`src/rtl/pdm_modulator.sv`:
```
// First-order sigma-delta PDM modulator: unsigned PCM samples queued in a small FIFO,
// one sample consumed every OSR clocks, one output bit per clock.
module pdm_modulator #(
    parameter int unsigned SAMPLE_W = 8,
    parameter int unsigned OSR      = 64,
    parameter int unsigned DEPTH    = 4
) (
    input  logic                      clk_i,
    input  logic                      reset_ni,
    input  logic                      en_i,
    input  logic [SAMPLE_W-1:0]       sample_in_i,
    input  logic                      sample_valid_i,
    output logic                      sample_ready_o,
    output logic                      data_o,
    output logic                      underrun_o,
    output logic [$clog2(DEPTH):0]    fill_level_o
);

    localparam int unsigned AW = $clog2(DEPTH);
    localparam int unsigned PW = $clog2(OSR);

    localparam logic [PW-1:0]       PhaseLast = PW'(OSR - 1);
    localparam logic [AW:0]         DepthCnt  = (AW + 1)'(DEPTH);
    localparam logic [SAMPLE_W-1:0] Midscale  = {1'b1, {(SAMPLE_W - 1){1'b0}}};

    logic [SAMPLE_W-1:0] mem_q [DEPTH];
    logic [AW-1:0]       wr_ptr_q, wr_ptr_d;
    logic [AW-1:0]       rd_ptr_q, rd_ptr_d;
    logic [AW:0]         count_q, count_d;
    logic [SAMPLE_W-1:0] acc_q, acc_d;
    logic [SAMPLE_W-1:0] cur_q, cur_d;
    logic [PW-1:0]       phase_q, phase_d;
    logic                data_q, data_d;

    logic                push, pop, boundary, empty;
    logic [SAMPLE_W:0]   sum;

    assign empty    = (count_q == '0);
    assign boundary = en_i && (phase_q == PhaseLast);
    assign pop      = boundary && !empty;
    assign push     = sample_valid_i && sample_ready_o;
    assign sum      = {1'b0, acc_q} + {1'b0, cur_q};

    assign sample_ready_o = (count_q < DepthCnt);
    assign fill_level_o   = count_q;
    assign data_o         = data_q;
    // Empty FIFO at a frame boundary: hold the current sample and flag it for this cycle only.
    assign underrun_o     = boundary && empty;

    always_comb begin
        wr_ptr_d = wr_ptr_q;
        rd_ptr_d = rd_ptr_q;
        count_d  = count_q;
        acc_d    = acc_q;
        cur_d    = cur_q;
        phase_d  = phase_q;
        data_d   = data_q;

        if (push) begin
            wr_ptr_d = wr_ptr_q + AW'(1);
        end
        if (pop) begin
            rd_ptr_d = rd_ptr_q + AW'(1);
            cur_d    = mem_q[rd_ptr_q];
        end
        unique case ({push, pop})
            2'b10:   count_d = count_q + (AW + 1)'(1);
            2'b01:   count_d = count_q - (AW + 1)'(1);
            default: count_d = count_q;
        endcase

        if (en_i) begin
            data_d  = sum[SAMPLE_W];
            acc_d   = sum[SAMPLE_W-1:0];
            phase_d = (phase_q == PhaseLast) ? '0 : phase_q + PW'(1);
        end
    end

    always_ff @(posedge clk_i or negedge reset_ni) begin
        if (!reset_ni) begin
            wr_ptr_q <= '0;
            rd_ptr_q <= '0;
            count_q  <= '0;
            acc_q    <= '0;
            cur_q    <= Midscale;
            phase_q  <= '0;
            data_q   <= 1'b0;
        end else begin
            wr_ptr_q <= wr_ptr_d;
            rd_ptr_q <= rd_ptr_d;
            count_q  <= count_d;
            acc_q    <= acc_d;
            cur_q    <= cur_d;
            phase_q  <= phase_d;
            data_q   <= data_d;
        end
    end

    // Sample storage needs no reset; occupancy is tracked by count_q.
    always_ff @(posedge clk_i) begin
        if (push) begin
            mem_q[wr_ptr_q] <= sample_in_i;
        end
    end

endmodule

```
`config.mk`:
```
export PLATFORM = sky130hd
export DESIGN_NAME = pdm_modulator
export DESIGN_NICKNAME = d
export VERILOG_FILES = /design/src/rtl/pdm_modulator.sv
export SDC_FILE = /design/constraint.sdc
export NUM_CORES = 1
export LEC_CHECK = 0
export ABC_AREA = 1
export CAP_MARGIN = 20
export CORE_ASPECT_RATIO = 0.5
export CORE_MARGIN = 3
export CORE_UTILIZATION = 30
export CTS_CLUSTER_SIZE = 24
export DETAILED_ROUTE_END_ITERATION = 10
export GPL_ROUTABILITY_DRIVEN = 1
export MAX_ROUTING_LAYER = met4
export SLEW_MARGIN = 20
export SYNTH_ARGS = -nofsm -noshare
export SYNTH_HDL_FRONTEND = slang
export SYNTH_SLANG_ARGS = --single-unit
```
`constraint.sdc`:
```
create_clock -name clk_i -period 3.2 [get_ports clk_i]
set_clock_uncertainty 0.2 [all_clocks]
set_input_delay 0.64 -clock clk_i [delete_from_list [all_inputs] [get_ports clk_i]]
set_output_delay 0.64 -clock clk_i [all_outputs]
set_load 0.01 [all_outputs]
```
==> metrics.md, run 1 <==
| Metric | Value |
|---|---|
| CTS Buffer Depth | 2 |
| Post-Syn Instances | ~280 |
| Final Critical Period | 2.71 ns |
| Share of layout cells above drive strength 1 | 0.0883 |
| First-pass GRT wire length | 9310 µm |
| Synth area leader | edfxtp_1 |
| Sw Pwr | 0.600 mW |
| Top FF cell, synth | edfxtp_1 |
| F_max | approximately 370 MHz |
| Crit-path cells | clkdlybuf4s50_1 > nand2_2 > nor2_1 > clkdlybuf4s50_1 |
| Sequential share of the synthesized area | 0.598 |
| Area delta synth->final | 22.0% |
| Worst reg2reg path depth | 11 |
| CP arrival | 1.87 ns |
| CTS Sinks | 62 |
| Pre-Repair DR Iteration Count | 4 |
| Top post-synthesis cells by area | edfxtp_1 34%, dfrtp_1 25%, nand2_1 9.2% |
| Top-area cell type share of the netlist area | 0.336 |
| Clock power share | 0.432 |
| Internal power | 1.66 mW |
| Hold Violations, Final | 0 |
| Initial DRC count | around 190 |
| Die Span X | between 100 and 150 µm |
| CP peak stage delay | 0.54 ns |
| Inserted Diodes | 0 |
| WL final | 5430 µm |
| Port bufs | 17 |
| Cell variety after synth | 27 |
| Yosys reg bits | between 60 and 70 |
| DRC | 0 |
| Vias/cell | between 4 and 5 |
| Part of the power in registers | 0.441 |
| Commonest non-fill, non-tap cell in the layout | nand2_1 |
| Die Ht | ~75 µm |
| # rows | 24 |
| GRT Residual Overflow | 0 |
| Final period util | 0.847 |
| Syn Nets | 312 |
| Die area | 10800 µm² |
| H-Tree Depth | 3 |
| CORE AREA | 8980 µm² |
| Rel. slew slack | 0.584 |
| Total CTS buffers | 9 |
| Starting density of the core | 0.319 |
| Combinational cell fraction of total power | 0.127 |
| Switch share | 0.266 |
| HPWL after detailed placement | 3630 µm |
| Clock insertion delay at the later pin of the skew report | 0.33 ns |
| Routed length per instance | 12.5 µm |
| Hold WC Path Type | flip-flop to flip-flop |
| Hold path depth | 2 |
| Max Cap Viol | 0 |
| Syn_area_per_cell | 10.1 µm² |
| Most frequent cells in the layout | 70 x nand2_1, 33 x nor2_1, 32 x edfxtp_1, 29 x dfrtp_1, 27 x inv_1 |
| Vias in the first global route | 1973 |
| Post-layout util | 0.389 |
| Post-CTS Resized | 0 |
| DR vias | 1952 |
| Synthesized area | 2860 µm² |
| Fin. max-slew vios | 0 |
| Cts hold-fix bufs | 0 |
| Routability cong. | 0.771 |
| Antenna viol nets, final | 0 |
| I/O pin count | 18 |
| Final setup viols | 0 |
| CP Capture Type | output pin |
| Status | completed |
| Synthesis Warnings | 0 |
| Post-CTS setup buffers | 0 |
| Worst endpoint required time | 2.36 ns |
| Setup CP Type | primary input to output pin |
| Crit path top cell by count | clkdlybuf4s50_1 |
| Actual slew at the worst max-slew pin | roughly 0.62 ns |
| Worst Path Max Fanout | 3 |
| RSZ-0062 raised after global routing | false |
| # fillers | 832 |
| Total power | ~2.3 mW |
| Pin count of the biggest net entering global routing | 31 |
| EDFF count, synth | 32 |
| Clk pin slew, worst setup/hold paths | 0.05 ns |
| Tot GR Track Use | 0.115 |
| Final nets | 340 |
| Async SR Flop Fraction | 0.484 |
| Worst vdd ir | roughly 0.35 mV |
| Nature of the critical path startpoint | primary input |
| Setup_tns | 0 ns |
| CTS root buf | clkbuf_16 |
| Pleak | around 1.5 nW |
| CTS tree | done |
| Power density over the cells | 646 nW/µm² |
| Antenna violations before repair | 0 |
| CP max-delay cell | clkdlybuf4s50_1 |
state kept, by name, summed over array words and instances (netlist names):
register	flops
mem_q	32
rd_ptr_q	2
wr_ptr_q	2
acc_q	8
cur_q	8
data_o	1
phase_q	6
fill_level_o	3
cell type report:
type / count / area [µm²] / area share
clock buffers: 9 / 225 / 0.0645
well taps: 117 / 146 / 0.0419
inverters: 29 / 109 / 0.0312
multi-input cells: 186 / 996 / 0.285
flip-flops and latches: 62 / 1710 / 0.490
repair buffers: 24 / 223 / 0.0638
clock inverters: 7 / 81.3 / 0.0233
through the flow:
step                      instance area, µm²  hold WS, ns  setup slack [ns]  cells
after global routing                    3490        0.303             0.361    434
after floorplan                         2860        0.144             0.859    284
after CTS                               3490        0.279             0.495    434
final                                   3490        0.277             0.490    434
after detailed placement                3190        0.269             0.503    418
after global placement                  3190        0.260             0.500    418
path summary, 6_finish.rpt:
path | from | endpoint | slack (ns)
worst max-delay path | en_i | underrun_o | 0.49
worst min-delay path | cur_q[7]$_DFFE_PN1P_ | cur_q[7]$_DFFE_PN1P_ | 0.28
worst max register to register | phase_q[0]$_DFFE_PN0P_ | fill_level_o[2]$_DFFE_PN0P_ | 0.85
worst min register to register | cur_q[7]$_DFFE_PN1P_ | cur_q[7]$_DFFE_PN1P_ | 0.28
max in group asynchronous | reset_ni | cur_q[7]$_DFFE_PN1P_ | 1.98
min in group asynchronous | reset_ni | acc_q[7]$_DFFE_PN0P_ | 0.50
cells by family after synthesis:
kind of cell    synth area share
simple gates               0.173
flops                      0.598
compound gates            0.0726
buf+inv                   0.0538
fa+ha+maj                 0.0752
xor+xnor                  0.0275
power by group through the flow:
stage	sequential [mW]	combinational, mW	clock, mW
6_report	0.995	0.287	0.976
5_1_grt	1.01	0.333	1.03
4_1_cts	0.994	0.290	0.996
3_5_place_dp	1.01	0.284	0
3_3_place_gp	1.00	0.270	0
2_1_floorplan	0.983	0.221	0
Yosys cell counts (all sizes together) (2+ instances only):
master and number:
fa 2, nand2 71, nor2 34, o22ai 8, xor2 5, ha 14, dfrtp 29, buf 6
a21oi 7, inv 28, xnor2 4, edfxtp 32, o21ai 23, nand3 14
layer usage:
metal  vias to the layer above  wire length, µm  GRT usage
li1                        993                -          -
met1                       928             2540      0.141
met2                        24             2640      0.186
met3                         7              195     0.0381
met4                         0               45     0.0341
met5                         -                0          -
worst max-delay path, delay by kind of cell:
kind | cells | cell delay (ns)
AND/OR/NAND/NOR | 2 | 0.19
buffers and inverters | 2 | 1.04
Power figures use the tool's default switching activity.
==> inputs of run 2 (changes only) <==
==> constraint.sdc (replaced) <==
create_clock -name clk_i -period 2.65 [get_ports clk_i]
set_clock_uncertainty 0.2 [all_clocks]
set_input_delay 0.53 -clock clk_i [delete_from_list [all_inputs] [get_ports clk_i]]
set_output_delay 0.53 -clock clk_i [all_outputs]
set_load 0.01 [all_outputs]
==> run 2 against run 1 <==
Worst hold slack improved by 0.00063 ns. Via count rose by 0.92%. Routed wire length decreased by 1.5%. Clock-buffer cell count stayed put. Clock power rose by 30%. Final cell count up 0.46%. Die area stayed put. Sequential share of layout area fell by 0.56 points. First-iteration DRC count up 11%. Sequential power rose by 21%. Non-clock buffer count is 2 higher. Worst setup slack got worse by 0.12 ns.
==> metrics.md, run 2 (same netlist as run 1, synthesis figures left out) <==
| Metric | Value |
|---|---|
| Port bufs | 17 (unchanged) |
| Fin. max-slew vios | 0 (unchanged) |
| Setup CP Type | flip-flop to flip-flop (was primary input to output pin) |
| Vias/cell | 4.52 (was 4.50) |
| Finished Cell Area | 3530 µm² (was 3490 µm²) |
| Cts hold-fix bufs | 0 (unchanged) |
| Starting density of the core | 0.319 (unchanged) |
| Hold Violations, Final | 0 (unchanged) |
| WL final | 5340 µm (was 5430 µm) |
| Pre-Repair DR Iteration Count | 4 (unchanged) |
| GRT Residual Overflow | 0 (unchanged) |
| H-Tree Depth | 3 (unchanged) |
| Post-CTS setup buffers | 0 (unchanged) |
| Hold_ws | 0.278 ns (was 0.277 ns) |
| F_max | 439 MHz |
| Final nets | 342 (was 340) |
| Share of layout cells above drive strength 1 | 0.0940 (was 0.0883) |
| Register area | 1710 µm² (unchanged) |
| Largest register FFs | 32 (unchanged) |
| Hold WC Path Type | flip-flop to flip-flop (unchanged) |
| Total power | 2.81 mW (was 2.26 mW) |
| Vias in the first global route | 1868 (was 1973) |
| Final setup viols | 0 (unchanged) |
| Commonest non-fill, non-tap cell in the layout | nand2_1 (unchanged) |
| Routed length per instance | 12.3 µm (was 12.5 µm) |
| RSZ-0062 raised after global routing | false (unchanged) |
| Actual slew at the worst max-slew pin | 0.608 ns (was 0.623 ns) |
| DP Area | 3200 µm² (was 3190 µm²) |
| CP arrival | 2.28 ns (was 1.87 ns) |
| Routability cong. | 0.748 (was 0.771) |
| Pin count of the biggest net entering global routing | 31 (unchanged) |
| Initial DRC count | 206 (was 185) |
| CTS tree | done (unchanged) |
| Worst endpoint required time | 2.65 ns (was 2.36 ns) |
| Power density over the cells | 796 nW/µm² (was 646 nW/µm²) |
| Area of the multi-input gates | 996 µm² (unchanged) |
| Antenna violations before repair | 0 (unchanged) |
| Die Span X | 144 µm (unchanged) |
| Clk pin slew, worst setup/hold paths | 0.06 ns (was 0.05 ns) |
| I/O pin count | 18 (unchanged) |
| Final period util | 0.860 |
| DR vias | 1970 (was 1952) |
| # rows | 24 (unchanged) |
| Area delta synth->final | 23.4% (was 22.0%) |
| Tot GR Track Use | 0.109 (was 0.115) |
| Total CTS buffers | 9 (unchanged) |
| CP Capture Type | flip-flop (was output pin) |
| Largest Register | mem_q (unchanged) |
| # fillers | 832 (unchanged) |
| CORE AREA | 8980 µm² (unchanged) |
| Nature of the critical path startpoint | flip-flop (was primary input) |
| Worst Path Max Fanout | 3 (unchanged) |
| Post-layout util | 0.394 (was 0.389) |
| Antenna viol nets, final | 0 (unchanged) |
| Status | completed (unchanged) |
| Die Ht | 75.1 µm (unchanged) |
| Final Critical Period | 2.28 ns |
| CTS root buf | clkbuf_16 (unchanged) |
| Worst vdd ir | 0.441 mV (was 0.345 mV) |
| Pleak | 1.59 nW (was 1.55 nW) |
| CTS Buffer Depth | 2 (unchanged) |
| Most frequent cells in the layout | 70 x nand2_1, 33 x nor2_1, 32 x edfxtp_1, 29 x dfrtp_1, 27 x inv_1 (unchanged) |
| CTS Sinks | 62 (unchanged) |
| Setup_tns | 0 ns (unchanged) |
| Biggest regs | mem_q (32), acc_q (8), cur_q (8) (unchanged) |
| HPWL after detailed placement | 3620 µm (was 3630 µm) |
| Rel. slew slack | 0.595 (was 0.584) |
| Clock insertion delay at the later pin of the skew report | 0.33 ns (about the same) |
| Die area | 10800 µm² (unchanged) |
| Max Cap Viol | 0 (unchanged) |
| First-pass GRT wire length | 8810 µm (was 9310 µm) |
| Inserted Diodes | 0 (unchanged) |
| DRC | 0 (unchanged) |
[run 2: per-stage QoR]
| step | worst slack [ns] | instances |
|---|---|---|
| 4_1_cts | 0.0681 | 436 |
| 3_3_place_gp | 0.147 | 420 |
| 2_1_floorplan | 0.342 | 284 |
| 5_1_grt | 0.222 | 436 |
| 6_report | 0.371 | 436 |
| 3_5_place_dp | 0.112 | 420 |
[run 2: final timing paths]
check                                        from                     endpoint  slack (ns)  cells past startpoint
max in group asynchronous                reset_ni         cur_q[7]$_DFFE_PN1P_        1.54                      2
max reg2reg                phase_q[0]$_DFFE_PN0P_  fill_level_o[2]$_DFFE_PN0P_        0.37                     11
min in group asynchronous                reset_ni         acc_q[1]$_DFFE_PN0P_        0.39                      2
min reg2reg                  acc_q[0]$_DFFE_PN0P_         acc_q[0]$_DFFE_PN0P_        0.28                      2
min                          acc_q[0]$_DFFE_PN0P_         acc_q[0]$_DFFE_PN0P_        0.28                      2
max                        phase_q[0]$_DFFE_PN0P_  fill_level_o[2]$_DFFE_PN0P_        0.37                     11
[run 2: layout make-up]
cell class                 count  share of cell area
timing repair buffer          26              0.0680
inverter                      29              0.0308
clock inverter                 7              0.0294
clock buffer                   9              0.0637
sequential                    62               0.485
tap                          117              0.0414
multi-input combinational    186               0.282
[run 2: critical path: stages (launching register included)]
cell     delay, ns
dfrtp_1       0.38
ha_1          0.20
nand3_1       0.08
nor2_1        0.11
nand2_2       0.09
nor2_4        0.09
ha_1          0.15
inv_1         0.06
fa_1          0.37
a21oi_1       0.14
o21ai_0       0.11
xor2_1        0.16
[run 2: power by group]
group,internal (mW),total [mW],leakage [nW],switching (mW)
registers,1.11,1.20,0.669,0.0894
clock network,0.835,1.27,0.161,0.439
logic,0.154,0.341,0.761,0.187
total,2.10,2.81,1.59,0.716
[run 2: layer usage]
metal  vias to the layer above  part of all wire  GRT usage
li1                        997                 -          -
met1                       933              0.48      0.134
met2                        36              0.47      0.174
met3                         4             0.038     0.0419
met4                         0            0.0084     0.0248
met5                         -                 0          -
[run 2: what timing repair did]
item	4_1_cts	5_1_grt
gates resized for setup	0	1
setup endpoints to repair	0	1
endpoints found under the hold margin	0	0
==> inputs of run 3 (changes only) <==
--- a/config.mk
+++ b/config.mk
@@ -14,7 +14,7 @@
 export DETAILED_ROUTE_END_ITERATION = 10
 export GPL_ROUTABILITY_DRIVEN = 1
 export MAX_ROUTING_LAYER = met4
-export SLEW_MARGIN = 20
+export SLEW_MARGIN = 40
 export SYNTH_ARGS = -nofsm -noshare
 export SYNTH_HDL_FRONTEND = slang
 export SYNTH_SLANG_ARGS = --single-unit
==> results of run 3 <==
The final DEF is identical to that of run 2; final timing and power are the same.
